==> src/rtl/ias_sequencer.sv <==
// rtl/ias_sequencer.sv - fetch/decode/execute controller for the 8-bit IAS datapath
//
// Purpose:
//   Owns PC and IR. Fetches two-byte instructions (opcode byte, then operand
//   address byte) over a req/ready memory handshake. Decodes the opcode and
//   issues one-cycle load/ALU strobes to the AC/MQ datapath. The datapath is
//   driven only by this block.
//
// Ports:
//   clk        in   rising-edge system clock
//   reset      in   asynchronous active-low reset
//   start      in   begin execution from RESET_PC (honoured in IDLE or HALT only)
//   mem_ready  in   memory accepts/completes the current request
//   mem_rdata  in   read data, valid when mem_req & mem_ready & !mem_we
//   ac_sign    in   AC MSB, tested by JUMP+
//   mem_req    out  memory request
//   mem_we     out  1 = write (data taken from AC by the datapath), 0 = read
//   mem_addr   out  request address
//   load_ac    out  AC <= mem_rdata
//   load_mq    out  MQ <= mem_rdata
//   mq_to_ac   out  AC <= MQ
//   add_enable out  AC <= AC + mem_rdata
//   sub_enable out  AC <= AC - mem_rdata
//   pc         out  current program counter
//   ir_opcode  out  latched opcode
//   busy       out  high in any state other than IDLE/HALT
//   halted     out  high in HALT
//   illegal    out  sticky flag: HALT was entered through an undefined opcode
module ias_sequencer #(
  parameter int                   ADDR_W   = 8,
  parameter int                   DATA_W   = 8,
  parameter logic [ADDR_W-1:0]    RESET_PC = '0
) (
  input  logic              clk,
  input  logic              reset,
  input  logic              start,
  input  logic              mem_ready,
  input  logic [DATA_W-1:0] mem_rdata,
  input  logic              ac_sign,
  output logic              mem_req,
  output logic              mem_we,
  output logic [ADDR_W-1:0] mem_addr,
  output logic              load_ac,
  output logic              load_mq,
  output logic              mq_to_ac,
  output logic              add_enable,
  output logic              sub_enable,
  output logic [ADDR_W-1:0] pc,
  output logic [DATA_W-1:0] ir_opcode,
  output logic              busy,
  output logic              halted,
  output logic              illegal
);

  localparam logic [DATA_W-1:0] OP_HALT    = DATA_W'(8'h00);
  localparam logic [DATA_W-1:0] OP_LOAD    = DATA_W'(8'h01);
  localparam logic [DATA_W-1:0] OP_ADD     = DATA_W'(8'h05);
  localparam logic [DATA_W-1:0] OP_SUB     = DATA_W'(8'h06);
  localparam logic [DATA_W-1:0] OP_LOAD_MQ = DATA_W'(8'h09);
  localparam logic [DATA_W-1:0] OP_MQ_AC   = DATA_W'(8'h0A);
  localparam logic [DATA_W-1:0] OP_JUMP    = DATA_W'(8'h0D);
  localparam logic [DATA_W-1:0] OP_JUMPP   = DATA_W'(8'h0F);
  localparam logic [DATA_W-1:0] OP_STOR    = DATA_W'(8'h21);

  typedef enum logic [2:0] {
    S_IDLE   = 3'd0,
    S_F_OP   = 3'd1,
    S_F_ADR  = 3'd2,
    S_DECODE = 3'd3,
    S_EXEC   = 3'd4,
    S_HALT   = 3'd5
  } state_e;

  state_e              state_q, state_d;
  logic [ADDR_W-1:0]   pc_q, pc_d;
  logic [DATA_W-1:0]   ir_q, ir_d;
  logic [ADDR_W-1:0]   x_q, x_d;
  logic                illegal_q, illegal_d;

  // All request outputs are decoded from state, so the async reset removes
  // mem_req in the same cycle it is asserted and abandons any open access.
  always_ff @(posedge clk or negedge reset) begin
    if (!reset) begin
      state_q   <= S_IDLE;
      pc_q      <= RESET_PC;
      ir_q      <= '0;
      x_q       <= '0;
      illegal_q <= 1'b0;
    end else begin
      state_q   <= state_d;
      pc_q      <= pc_d;
      ir_q      <= ir_d;
      x_q       <= x_d;
      illegal_q <= illegal_d;
    end
  end

  always_comb begin
    state_d    = state_q;
    pc_d       = pc_q;
    ir_d       = ir_q;
    x_d        = x_q;
    illegal_d  = illegal_q;
    mem_req    = 1'b0;
    mem_we     = 1'b0;
    mem_addr   = '0;
    load_ac    = 1'b0;
    load_mq    = 1'b0;
    mq_to_ac   = 1'b0;
    add_enable = 1'b0;
    sub_enable = 1'b0;

    unique case (state_q)
      S_IDLE: begin
        if (start) begin
          pc_d    = RESET_PC;
          state_d = S_F_OP;
        end
      end

      S_HALT: begin
        if (start) begin
          pc_d      = RESET_PC;
          illegal_d = 1'b0;
          state_d   = S_F_OP;
        end
      end

      S_F_OP: begin
        mem_req  = 1'b1;
        mem_addr = pc_q;
        if (mem_ready) begin
          ir_d    = mem_rdata;
          pc_d    = pc_q + ADDR_W'(1);  // wraps modulo 2^ADDR_W
          state_d = S_F_ADR;
        end
      end

      S_F_ADR: begin
        mem_req  = 1'b1;
        mem_addr = pc_q;
        if (mem_ready) begin
          x_d     = ADDR_W'(mem_rdata);
          pc_d    = pc_q + ADDR_W'(1);
          state_d = S_DECODE;
        end
      end

      S_DECODE: begin
        state_d = S_F_OP;
        case (ir_q)
          OP_HALT:    state_d = S_HALT;
          OP_LOAD,
          OP_LOAD_MQ,
          OP_ADD,
          OP_SUB,
          OP_STOR:    state_d = S_EXEC;
          OP_MQ_AC:   mq_to_ac = 1'b1;  // register-only op, no memory access
          OP_JUMP:    pc_d = x_q;
          OP_JUMPP: begin
            if (!ac_sign) begin
              pc_d = x_q;
            end
          end
          default: begin
            illegal_d = 1'b1;
            state_d   = S_HALT;
          end
        endcase
      end

      S_EXEC: begin
        mem_req  = 1'b1;
        mem_addr = x_q;
        mem_we   = (ir_q == OP_STOR);
        // Strobe only on the transfer edge so the datapath captures valid rdata.
        if (mem_ready) begin
          case (ir_q)
            OP_LOAD:    load_ac    = 1'b1;
            OP_LOAD_MQ: load_mq    = 1'b1;
            OP_ADD:     add_enable = 1'b1;
            OP_SUB:     sub_enable = 1'b1;
            default:    ;
          endcase
          state_d = S_F_OP;
        end
      end

      default: state_d = S_IDLE;
    endcase
  end

  assign pc        = pc_q;
  assign ir_opcode = ir_q;
  assign busy      = (state_q != S_IDLE) && (state_q != S_HALT);
  assign halted    = (state_q == S_HALT);
  assign illegal   = illegal_q;

endmodule

==> config.mk <==
export PLATFORM = sky130hd
export DESIGN_NAME = ias_sequencer
export DESIGN_NICKNAME = d
export VERILOG_FILES = /design/src/rtl/ias_sequencer.sv
export SDC_FILE = /design/constraint.sdc
export NUM_CORES = 1
export LEC_CHECK = 0
export ABC_CLOCK_PERIOD_IN_PS = 2400
export CAP_MARGIN = 20
export CORE_MARGIN = 4
export CORE_UTILIZATION = 29
export DETAILED_ROUTE_END_ITERATION = 10
export SKIP_LAST_GASP = 1
export SLEW_MARGIN = 20
export SYNTH_ARGS = -nofsm -noshare
export SYNTH_HDL_FRONTEND = slang
export SYNTH_SLANG_ARGS = --single-unit
==> constraint.sdc <==
create_clock -name clk -period 2.4 [get_ports clk]
set_input_delay 0.36 -clock clk [delete_from_list [all_inputs] [get_ports clk]]
set_output_delay 0.36 -clock clk [all_outputs]
set_load 0.05 [all_outputs]
==> results.md <==
- Final hold vios: 0
- Sequential power share: 0.241
- Commonest non-fill, non-tap cell in the layout: clkdlybuf4s50_1
- CTS Root Cell: clkbuf_8
- GPL Wtd Cong: approximately 0.87
- P_leak: 0.991 nW
- Fill cells: 540
- Num rows: 27
- Grt total ovfl: 0
- Fmax: ~440 MHz
- Post-synth top flop: dfrtp_1
- Final core occ: 0.455
- Chip Height: 84.3 µm
- #FFs+latches synth: 28
- Die W: approximately 84 µm
- Net Switching: 2.07 mW
- Port bufs: 46
- Comb pwr share: 0.667
- Slew HR: 0.661
- Slew Limit Fails: 0
- Initial Utilization: 0.303
- Int Pwr: ~2.1 mW
- Ports: 47
- Net Count, Synth: 184
- RSZ-0062 raised after global routing: yes
- Register area: 702 µm²
- Vias in the first global route: 1,563
- Multi-input logic area: 940 µm²
- Startpoint types: flip-flop
- Clock power share: 0.092
- Max-cap violation count: 0
- CTS tree: done
- Routing usage on met2: 0.220
- Status: finished clean
- Worst Tran Pin Value: 0.507 ns
- Most frequent cells in the layout: 30 x clkdlybuf4s50_1, 27 x dfrtp_1, 15 x mux2_2, 15 x buf_12, 14 x buf_4
- Area of the die: 7110 µm²
- Syn Std Cell Area: 1690 µm²
- Non-filler cells, final: just under 300
- Syn Area/Cell: between 9 and 10 µm²
- Clock insertion delay at the later pin of the skew report: ~0.28 ns
- First-pass GRT wire length: 8040 µm
- Worst Setup Slack, final: 0.103 ns
- Distinct cells, synth: 46
- Place WS: 0.170 ns
- Fin Hold WS: between 0.4 and 0.5 ns
- Antenna viol nets, final: 0
- PwrDens: 1640 nW/µm²
- N_diodes: 0
- Grt met3 use: 0.0314
- Clock Path Buffers: 2
- Detail Placement HPWL: 3580 µm
- Crit-path cells: or4_4 > or3_4 > nor2_4 > buf_12
- Fraction of registers with async set/reset: 1.00
- Layout cells sized above 1: 0.274
- R2r worst-path depth: 5
- Worst Skew: 0.00544 ns
- H-tree depth: 1
- Crit path kind: flip-flop to output port
- EDFF count, synth: 0
- Vias per cell: between 5 and 6
- Core box area: 5570 µm²
- GRT Overall Usage: 0.138
- Final TNS setup: 0 ns
- Mapped Cells: 170
- Initial DRC count: 79
- Worst min path class: input pin to asynchronous set/reset pin
- Peak fanout along the critical path: 3
- Largest net degree at the start of global routing: 29
- Sw Share: 0.498
- Post-layout min period: ~2.3 ns
- CTS sink cnt: 28
- P&R area growth vs syn: 50.1%
- CTS Hold Bufs: 0
- Final setup viols: 0
- Slowest stage cell, crit path: or4_4
- Seq/Total Area, Yosys: 0.415
- Clock transition at path regs: 0.10 ns
- Slowest Stage Delay on Critical Path: 0.57 ns
- Met1 Usage GRT: 0.195
- Cell area after layout: between 2000 and 3000 µm²
- CP Data Arrival Time: about 1.9 ns
- Worst EP required: 2.04 ns
- Ratio of final minimum period to clock period: 0.957
- Most crowded layer after global routing: met2
- CTS buffer count: 3
- Placed cell area: between 2000 and 2500 µm²
- Worst setup EP type: output port
- Avg WL per Cell: ~16 µm
- Antenna violations before repair: 0
- Power Total: 4.15 mW
- Nets@finish: 238
- Routed wire length: 4790 µm
- Pre-antenna DRT Iters: 4
- Vias: 1,569
- Placed cell count: about 290
- Max VDD drop: 1100 µV
- Yosys warns: 0
- DRC errors left: 0
power by group through the flow:
stage	clock network (mW)	registers, mW	logic [mW]
2_1_floorplan	0	1.33	1.37
3_3_place_gp	0	1.01	2.70
3_5_place_dp	0	1.03	2.71
4_1_cts	0.391	0.996	2.78
5_1_grt	0.407	1.04	2.94
6_report	0.381	0.999	2.77
kinds of logic after synthesis:
group,after synthesis,share of synthesized area
xor gates and xnor gates,3,0.0156
and+or+nand+nor,60,0.188
buffers and inverters,17,0.0415
muxes,19,0.130
AOI/OAI and AO/OA,42,0.203
DFF,28,0.415
adders and majority gates,1,0.00741
routing by layer:
layer | part of all wire | up-vias
met3 | 0.067 | 2
met5 | 0 | -
met4 | 0.0031 | 0
met2 | 0.47 | 54
met1 | 0.46 | 764
li1 | - | 749
flip-flops by register name, indices dropped and copies added (netlist names):
| signal | cells |
|---|---|
| illegal | 1 |
| state_q | 3 |
| ir_opcode | 8 |
| pc | 8 |
| x_q | 8 |
worst max-delay path: cells and delay by family, from the launching register on:
kind,cells,cell delay [ns]
DFF,1,0.39
buffers and inverters,1,0.14
and+or+nand+nor,3,1.13
final cells by class:
cell class / count / area share
clock inverter: 1 / 0.0118
timing repair buffer: 59 / 0.278
multi-input combinational: 125 / 0.371
sequential: 28 / 0.277
clock buffer: 3 / 0.0163
tap: 72 / 0.0355
inverter: 7 / 0.0104
final timing paths:
| kind | slack, ns | from | endpoint |
|---|---|---|---|
| setup / recovery | 0.10 | ir_opcode[5] | sub_enable |
| hold / removal | 0.45 | reset | state_q[2] |
| setup reg to reg | 0.37 | ir_opcode[5] | pc[1] |
| hold reg to reg | 0.56 | x_q[2] | x_q[2] |
| max in group asynchronous | 1.66 | reset | state_q[1] |
| min in group clk | 0.56 | x_q[2] | x_q[2] |
what timing repair did:
| item | in CTS | in global routing |
|---|---|---|
| resized for setup | 1 | 2 |
| setup buffers | 3 | 0 |
| setup endpoints to repair | 1 | 4 |
Yosys cell counts (all sizes together), types with 2 or more instances:
library cell	count	share of area
nand2b	2	0.0074
nor2b	2	0.0074
buf	4	0.013
nand3	9	0.027
o21ai	8	0.030
clkbuf	6	0.013
and2	2	0.0074
o221ai	4	0.021
nor3	4	0.012
nor2	10	0.022
inv	7	0.016
dfrtp	28	0.41
or2	2	0.0074
nand2	13	0.029
mux2i	2	0.012
xor2	2	0.010
and3	2	0.0074
a32oi	2	0.010
a21oi	4	0.012
mux2	17	0.12
or3	2	0.0082
nand4	3	0.011
nor4	4	0.015
o2bb2ai	6	0.031
o211ai	4	0.018
a22o	6	0.031
No activity file was read; power rests on OpenSTA's default activity.
